[src/rtl/io_pkg.sv]
// rtl/io_pkg.sv - shared types and parameter defaults for the IO controller
package io_pkg;

  localparam int DATA_W_DEF  = 8;
  localparam int TX_HOLD_DEF = 4;

  typedef enum logic [1:0] {
    OUT_IDLE = 2'd0,
    OUT_SEND = 2'd1,
    OUT_HOLD = 2'd2
  } out_state_e;

endpackage

[src/rtl/io_if.sv]
// rtl/io_if.sv - device-side handshake bundle for the IO controller
interface io_if #(
  parameter int DATA_W = 8
);

  logic [DATA_W-1:0] dev_in_data;
  logic              dev_in_valid;
  logic              dev_in_ready;
  logic [DATA_W-1:0] dev_out_data;
  logic              dev_out_valid;
  logic              dev_out_ready;

  // Device side: presents input bytes, consumes output bytes
  modport master (
    output dev_in_data,
    output dev_in_valid,
    input  dev_in_ready,
    input  dev_out_data,
    input  dev_out_valid,
    output dev_out_ready
  );

  // Controller side
  modport slave (
    input  dev_in_data,
    input  dev_in_valid,
    output dev_in_ready,
    output dev_out_data,
    output dev_out_valid,
    input  dev_out_ready
  );

endinterface

[src/rtl/io_tx_fsm.sv]
// rtl/io_tx_fsm.sv - output register, transmit FSM and post-handshake busy counter
module io_tx_fsm
  import io_pkg::*;
#(
  parameter int DATA_W  = DATA_W_DEF,
  parameter int TX_HOLD = TX_HOLD_DEF
) (
  input  logic              clk,
  input  logic              rst_n,
  input  logic              cpu_out,
  input  logic [DATA_W-1:0] cpu_ac,
  input  logic              dev_out_ready,
  output logic [DATA_W-1:0] outr,
  output logic              out_valid,
  output logic              fgo,
  output logic              out_err
);

  out_state_e        r_state;
  out_state_e        w_next_state;
  logic [7:0]        r_cnt;
  logic [7:0]        w_next_cnt;
  logic [DATA_W-1:0] r_outr;
  logic [DATA_W-1:0] w_next_outr;
  logic              w_err;

  // State, counter and OUTR registers; reset abandons any byte in flight
  always_ff @(posedge clk or negedge rst_n) begin
    if (!rst_n) begin
      r_state <= OUT_IDLE;
      r_cnt   <= 8'd0;
      r_outr  <= '0;
    end else begin
      r_state <= w_next_state;
      r_cnt   <= w_next_cnt;
      r_outr  <= w_next_outr;
    end
  end

  // Next-state logic; the device stays busy TX_HOLD cycles after its handshake
  always_comb begin
    w_next_state = r_state;
    w_next_cnt   = r_cnt;
    w_next_outr  = r_outr;
    w_err        = 1'b0;
    unique case (r_state)
      OUT_IDLE: begin
        if (cpu_out) begin
          w_next_outr  = cpu_ac;
          w_next_state = OUT_SEND;
        end
      end
      OUT_SEND: begin
        w_err = cpu_out;
        if (dev_out_ready) begin
          w_next_state = OUT_HOLD;
          w_next_cnt   = 8'(TX_HOLD - 1);
        end
      end
      OUT_HOLD: begin
        w_err = cpu_out;
        if (r_cnt == 8'd0) begin
          w_next_state = OUT_IDLE;
        end else begin
          w_next_cnt = r_cnt - 8'd1;
        end
      end
      default: begin
        w_next_state = OUT_IDLE;
        w_next_cnt   = 8'd0;
      end
    endcase
  end

  assign outr      = r_outr;
  assign out_valid = (r_state == OUT_SEND);
  assign fgo       = (r_state == OUT_IDLE);
  assign out_err   = w_err;

endmodule

[src/rtl/io_ctrl.sv]
// rtl/io_ctrl.sv - IO controller: input capture, flags, interrupt logic, transmit FSM
module io_ctrl
  import io_pkg::*;
#(
  parameter int DATA_W  = DATA_W_DEF,
  parameter int TX_HOLD = TX_HOLD_DEF
) (
  input  logic              clk,
  input  logic              rst_n,
  io_if.slave               dev,
  input  logic [DATA_W-1:0] cpu_ac,
  input  logic              cpu_inp,
  input  logic              cpu_out,
  input  logic              cpu_ion,
  input  logic              cpu_iof,
  input  logic              cpu_ack,
  output logic [DATA_W-1:0] inpr,
  output logic              fgi,
  output logic              fgo,
  output logic              ien,
  output logic              irq,
  output logic              err
);

  logic [DATA_W-1:0] r_inpr;
  logic              r_fgi;
  logic              r_ien;
  logic              r_irq;
  logic              r_err;
  logic [DATA_W-1:0] w_outr;
  logic              w_out_valid;
  logic              w_fgo;
  logic              w_tx_err;

  io_tx_fsm #(
    .DATA_W  (DATA_W),
    .TX_HOLD (TX_HOLD)
  ) u_tx (
    .clk           (clk),
    .rst_n         (rst_n),
    .cpu_out       (cpu_out),
    .cpu_ac        (cpu_ac),
    .dev_out_ready (dev.dev_out_ready),
    .outr          (w_outr),
    .out_valid     (w_out_valid),
    .fgo           (w_fgo),
    .out_err       (w_tx_err)
  );

  // Input capture: a CPU read frees INPR, but the byte offered that same cycle waits
  always_ff @(posedge clk or negedge rst_n) begin
    if (!rst_n) begin
      r_inpr <= '0;
      r_fgi  <= 1'b0;
    end else if (cpu_inp && r_fgi) begin
      r_fgi <= 1'b0;
    end else if (!r_fgi && dev.dev_in_valid) begin
      r_inpr <= dev.dev_in_data;
      r_fgi  <= 1'b1;
    end
  end

  // Interrupt enable and registered request; IOF and ACK both beat ION
  always_ff @(posedge clk or negedge rst_n) begin
    if (!rst_n) begin
      r_ien <= 1'b0;
      r_irq <= 1'b0;
    end else begin
      if (cpu_iof || cpu_ack) begin
        r_ien <= 1'b0;
      end else if (cpu_ion) begin
        r_ien <= 1'b1;
      end
      r_irq <= cpu_ack ? 1'b0 : (r_ien & (r_fgi | w_fgo));
    end
  end

  // Sticky protocol error: read with nothing pending, write while busy, stray ack
  always_ff @(posedge clk or negedge rst_n) begin
    if (!rst_n) begin
      r_err <= 1'b0;
    end else if ((cpu_inp && !r_fgi) || w_tx_err || (cpu_ack && !r_irq)) begin
      r_err <= 1'b1;
    end
  end

  assign dev.dev_in_ready  = !r_fgi;
  assign dev.dev_out_data  = w_outr;
  assign dev.dev_out_valid = w_out_valid;
  assign inpr              = r_inpr;
  assign fgi               = r_fgi;
  assign fgo               = w_fgo;
  assign ien               = r_ien;
  assign irq               = r_irq;
  assign err               = r_err;

endmodule
[src/flat_wrapper.sv]
// flat-port wrapper written by rule: the top's interface ports become plain ports
module io_ctrl_flat import io_pkg::*;
#(
  parameter int DATA_W  = DATA_W_DEF,
  parameter int TX_HOLD = TX_HOLD_DEF
)
  (clk, rst_n, cpu_ac, cpu_inp, cpu_out, cpu_ion, cpu_iof, cpu_ack, inpr, fgi, fgo, ien, irq, err, dev_dev_in_data, dev_dev_in_valid, dev_dev_in_ready, dev_dev_out_data, dev_dev_out_valid, dev_dev_out_ready);
  io_if #(.DATA_W(DATA_W)) dev_i ();
  input  logic clk;
  input  logic rst_n;
  input  logic [DATA_W-1:0] cpu_ac;
  input  logic cpu_inp;
  input  logic cpu_out;
  input  logic cpu_ion;
  input  logic cpu_iof;
  input  logic cpu_ack;
  output logic [DATA_W-1:0] inpr;
  output logic fgi;
  output logic fgo;
  output logic ien;
  output logic irq;
  output logic err;
  input wire logic [$bits(dev_i.dev_in_data)-1:0] dev_dev_in_data;
  input wire logic [$bits(dev_i.dev_in_valid)-1:0] dev_dev_in_valid;
  output wire logic [$bits(dev_i.dev_in_ready)-1:0] dev_dev_in_ready;
  output wire logic [$bits(dev_i.dev_out_data)-1:0] dev_dev_out_data;
  output wire logic [$bits(dev_i.dev_out_valid)-1:0] dev_dev_out_valid;
  input wire logic [$bits(dev_i.dev_out_ready)-1:0] dev_dev_out_ready;
  assign dev_i.dev_in_data = dev_dev_in_data;
  assign dev_i.dev_in_valid = dev_dev_in_valid;
  assign dev_dev_in_ready = dev_i.dev_in_ready;
  assign dev_dev_out_data = dev_i.dev_out_data;
  assign dev_dev_out_valid = dev_i.dev_out_valid;
  assign dev_i.dev_out_ready = dev_dev_out_ready;
  io_ctrl #(.DATA_W(DATA_W), .TX_HOLD(TX_HOLD)) u_core (.clk(clk), .rst_n(rst_n), .dev(dev_i), .cpu_ac(cpu_ac), .cpu_inp(cpu_inp), .cpu_out(cpu_out), .cpu_ion(cpu_ion), .cpu_iof(cpu_iof), .cpu_ack(cpu_ack), .inpr(inpr), .fgi(fgi), .fgo(fgo), .ien(ien), .irq(irq), .err(err));
endmodule
[config.mk]
export PLATFORM = sky130hd
export DESIGN_NAME = io_ctrl_flat
export DESIGN_NICKNAME = d
export VERILOG_FILES = /design/src/rtl/io_pkg.sv /design/src/rtl/io_if.sv /design/src/rtl/io_tx_fsm.sv /design/src/rtl/io_ctrl.sv /design/src/flat_wrapper.sv
export SDC_FILE = /design/constraint.sdc
export NUM_CORES = 1
export LEC_CHECK = 0
export CAP_MARGIN = 20
export CORE_MARGIN = 4
export CORE_UTILIZATION = 25
export DETAILED_ROUTE_END_ITERATION = 8
export GPL_ROUTABILITY_DRIVEN = 0
export PLACE_DENSITY = 0.57
export SYNTH_ARGS = -nofsm -noshare
export SYNTH_HDL_FRONTEND = slang
export SYNTH_SLANG_ARGS = --single-unit
[constraint.sdc]
create_clock -name clk -period 2.4 [get_ports clk]
set_input_delay 0.48 -clock clk [delete_from_list [all_inputs] [get_ports clk]]
set_output_delay 0.48 -clock clk [all_outputs]
set_load 0.05 [all_outputs]
---- Word level (Yosys, flattened, before mapping) ----
Index checks and enable logic that the tools add are counted.
storage, ports and cells
  logic and storage cells ................. 50
  output and inout bits ................... 23
  bits of input ports ..................... 25
  register bits after elaboration ......... 30
cells by class
  reduce and logical (&&, ||, !) cells .... 18
  equal/unequal tests ..................... 6
  add/sub/neg operators ................... 1
  bitwise operators ....................... 4
  multiplexer cells ....................... 13
operator list
  operator                                                                 count
  8-bit one-hot mux with 3 select lines                                    1
  8-bit 2-to-1 mux                                                         2
  8-bit zero test                                                          1
  8-bit by 1-bit subtractor with 8-bit output, second input constant       1
  1-bit 2-to-1 mux                                                         6
  2-bit 2-to-1 mux                                                         3
  2-bit inequality test, second input constant                             3
  2-bit one-hot mux with 3 select lines                                    1
  3-bit AND reduction                                                      2
  1-bit logical AND                                                        4
  2-bit AND reduction                                                      2
  2-bit nonzero test                                                       2
  1-bit logical OR                                                         3
  2-bit by 1-bit equality test with 1-bit output, second input constant    1
  2-bit equality test, second input constant                               1
  1-bit zero test                                                          2
  2-bit zero test                                                          1
  2-bit by 1-bit inequality test with 1-bit output, second input constant  1
  1-bit NOT                                                                2
  2-bit OR reduction                                                       1
  1-bit bitwise AND                                                        1
  1-bit bitwise OR                                                         1

---- Longest topological paths before layout ----
  depth after elaboration ................. 5
  depth in mapped cells ................... 7
  gate-level depth less buffers ........... 6

---- Hierarchy ----
A second synthesis with hierarchy kept.
second synthesis, totals
  cell total of the unflattened synthesis .. 123
  area, all modules ....................... 1,471.4 um^2
by module, submodules not included
  module     times used  cells an instance  sequential area each (um^2)  area each (um^2)
  io_tx_fsm  1           92                 450.4                        983.4
  io_ctrl    1           31                 300.3                        488.0

---- Worst setup path before layout ----
OpenSTA, ideal clock, no wires.
  kind .................................... reg2reg
  start ................................... register u_core.u_tx.r_state[1]
  end ..................................... register u_core.u_tx.r_cnt[7]
  cell stages (with the launch flop) ...... 8
  setup time .............................. 0.128 ns
  buffers on the path ..................... 1
  data arrival time ....................... 2.015 ns
  setup slack ............................. 0.257 ns
  cell sequence ........................... dfrtp_1 > inv_1 > ha_1 > nor2b_1 > clkbuf_1 > a311oi_2 > a21boi_0 > mux2_1
between the ends
  cells in the longest elaborated chain, start to end .. 3
  elaborated cells on any way between the ends .. 8
  classes of those cells .................. eq/ne: 4; mux: 1; bitwise: 1; reduce/logical: 2
RTL lines
  what                                                               line                RTL
  from (decl)                                                        io_tx_fsm.sv:19     out_state_e r_state;
  from (signal assigned)                                             io_tx_fsm.sv:34     r_state <= w_next_state;
  2-bit by 1-bit equality test with 1-bit output *                   -
  named net dev_dev_out_valid                                        flat_wrapper.sv:27  output wire logic [$bits(dev_i.dev_out_valid)-1:0] dev_dev_out_valid;
  2-bit by 1-bit inequality test with 1-bit output (no source line)  -
  3-bit AND reduction (no source line)                               -
  to (signal assigned)                                               io_tx_fsm.sv:35     r_cnt <= w_next_cnt;
  to (decl)                                                          io_tx_fsm.sv:21     logic [7:0] r_cnt;
The timed path passes the listed nets; every way through them passes the cells marked *.
A chain may end at the register's enable or synchronous reset.

---- Worst setup path after layout ----
  start ................................... register u_core.r_fgi, in the netlist u_core.fgi
  end ..................................... output port dev_dev_in_ready
between the ends
  cells in the longest elaborated chain, start to end .. 1
RTL lines
  what                    line                RTL
  from (decl)             io_ctrl.sv:26       logic r_fgi;
  from (signal assigned)  io_ctrl.sv:54       r_fgi <= 1'b0;
  from (signal assigned)  io_ctrl.sv:56       r_fgi <= 1'b0;
  from (signal assigned)  io_ctrl.sv:59       r_fgi <= 1'b1;
  1-bit zero test         io_ctrl.sv:87       assign dev.dev_in_ready = !r_fgi;
  to (decl)               flat_wrapper.sv:25  output wire logic [$bits(dev_i.dev_in_ready)-1:0] dev_dev_in_ready;
Every way passes these cells.

==> results_dict.tcl <==
set metrics [dict create \
    grt_use_met3 0.0506 \
    slew_headroom 0.597 \
    die-area_um2 6940 \
    p_per_area_nw_per_um2 1380 \
    cts_buffers 5 \
    synth_warnings 0 \
    whs_ns 0.479 \
    clk_pin_slew_ns 0.06 \
    cp_data_required_time_ns 1.92 \
    ctsResizeCount 0 \
    critPathKind "reg2out" \
    wirelength_um 3250 \
    fp.dieW_um 83.3 \
    grt_util_met1 0.127 \
    tns_ns 0 \
    layout-drive-gt1-share 0.184 \
    maxSlewViolCount 0 \
    grt_max_degree 31 \
    ys_ff_latch 30 \
    clock-root-buffer "clkbuf_8" \
    cts_tree "built" \
    drc 0 \
    fmax_mhz 478 \
    num-fill-cells 554 \
    setup_viol 0 \
    cts_setup_buffers 0 \
    synth.net_count 150 \
    busiest_layer "met2" \
    fin_nets 203 \
    die_h_um 83.3 \
    route.vias.total 1090 \
    row_count 27 \
    synthesis.area_um2 1420 \
    grt_setup_unrepaired "false" \
    hold_violations 0 \
    drv_cap 0 \
    start_util 0.258 \
    synth.distinct_cells 28 \
    hpwlAfterDp_um 2410 \
    end_kind "output port" \
    synth_cells 121 \
    grt_overflow 0 \
    pin_count 48 \
    grt_pass1_wl_um 5810 \
    ant_nets 0 \
    critPathLaunchType "register" \
    drt-initial-drc-count 97 \
    fin_crit_ns 2.09 \
    seq_area_frac_synth 0.529 \
    clockBufferDepth 2 \
    cts_sinks 30 \
    cts_hold_buf 0 \
    grt_pass1_vias 1215 \
    synth_edf_count 0 \
    synth_area_per_cell_um2 11.7 \
    io_buffers 47 \
    tightest_slew_ns 0.603 \
    arrival_ns 1.61 \
    antenna_found_initial 0 \
    grt_use_met2 0.164 \
    firstDrtPassIters 4 \
    dp_worst_setup_slack_ns 0.184 \
    p_leak_nw 0.890 \
    fin_skew_ns 0.00193 \
    viasPerCell 4.43 \
    wl_per_cell_um 13.2 \
    synth_ff_type "dfrtp_1" \
    antenna_cells 0 \
    peakVddDrop_uv 766 \
    worst_slack_ns 0.306 \
    hp-class "reg2reg" \
    core_um2 5510 \
    post-route-period-util 0.872 \
    track_usage 0.105 \
    status "complete, no violations" \
    htree_levels 2 \
    cp_max_fo 4 \
    clock_latency_ns 0.27 \
    async_flop_share 1.00 \
    syn_to_final_growth_pct 48.0 \
]
==> where the power goes <==
part | switching [W] | internal [W]
Sequential | 0.000123 | 0.000676
Clock | 0.000181 | 0.000332
Combinational | 0.000950 | 0.000633
==> cell families (layout without fill, tap and decap cells) <==
logic type | count (synthesis) | after routing | synth area share
compound gates | 26 | 26 | 0.137
flops | 30 | 30 | 0.529
mux | 18 | 18 | 0.142
fa+ha+maj | 4 | 4 | 0.0353
buf+inv | 12 | 65 | 0.0317
simple gates | 31 | 31 | 0.125
==> final cells by class <==
type / instances / area, um^2 / area share
well taps: 72 / 90.1 / 0.0429
flip-flops and latches: 30 / 751 / 0.358
repair buffers: 50 / 493 / 0.235
inverters: 8 / 30.0 / 0.0143
clock inverters: 1 / 30.0 / 0.0143
multi-input cells: 79 / 623 / 0.297
clock buffers: 6 / 82.6 / 0.0393
==> synthesized netlist by cell type (all sizes together), types with 2 or more instances <==
cell,instances,area (um^2)
o21ai,7,35.0
a31oi,2,12.5
ha,4,50.1
o2bb2ai,3,26.3
clkbuf,4,15.0
a21oi,6,30.0
nand2b,2,12.5
o31ai,3,22.5
nand2,9,33.8
nor2b,4,25.0
nor2,5,18.8
mux2,17,191
nand4,3,18.8
dfrtp,30,751
nor3,3,15.0
inv,8,30.0
==> final timing paths <==
kind,startpoint,end,slack (ns),cells past startpoint
setup / recovery,u_core.fgi$_DFFE_PN0P_,dev_dev_in_ready,0.31,2
hold / removal,u_core.err$_DFFE_PN0P_,u_core.err$_DFFE_PN0P_,0.48,2
setup reg to reg,u_core.u_tx.r_cnt[0]$_DFFE_PN0P_,u_core.u_tx.r_cnt[7]$_DFFE_PN0P_,0.35,6
hold reg to reg,u_core.err$_DFFE_PN0P_,u_core.err$_DFFE_PN0P_,0.48,2
max in group asynchronous,rst_n,u_core.inpr[0]$_DFFE_PN0P_,1.53,2
min in group asynchronous,rst_n,u_core.fgi$_DFFE_PN0P_,0.59,2
==> metal layers <==
| metal | share of wire | wire, um |
|---|---|---|
| met1 | 0.45 | 1460 |
| met2 | 0.47 | 1540 |
| met3 | 0.066 | 214 |
| met4 | 0.010 | 34 |
| met5 | 0 | 0 |
==> placed cells by master, fill, tap and decap left out, types with 4 or more instances in the layout <==
cell and count:
buf_4 4, clkbuf_8 6, inv_1 8, ha_1 4
clkdlybuf4s50_1 45, nand2_1 9, mux2_2 16, dfrtp_1 30
nor2_1 5, nor2b_1 4, o21ai_0 7, a21oi_1 6
==> worst max-delay path: stages (launching register included) <==
cell and delay [ns]:
dfrtp_1 0.42, inv_1 0.11, clkdlybuf4s50_1 0.81
==> metrics by stage <==
step / area [um^2] / total power (W) / instances / utilization
floorplan: 1420 / 0.00193 / 121 / -
global placement: 1980 / 0.00239 / 239 / 0.360
detailed placement: 1980 / 0.00239 / 239 / 0.360
CTS: 2100 / 0.00293 / 246 / 0.381
global route: 2100 / 0.00309 / 246 / 0.381
finish: 2100 / 0.00289 / 246 / 0.381
==> state kept, by name, summed over array words and instances, names as in the netlist <==
| signal | cells |
|---|---|
| u_core.ien | 1 |
| u_core.inpr | 8 |
| u_core.irq | 1 |
| u_core.err | 1 |
| u_core.fgi | 1 |
| u_core.u_tx.outr | 8 |
| u_core.u_tx.r_cnt | 8 |
| u_core.u_tx.r_state | 2 |
Power figures use the tool's default switching activity.
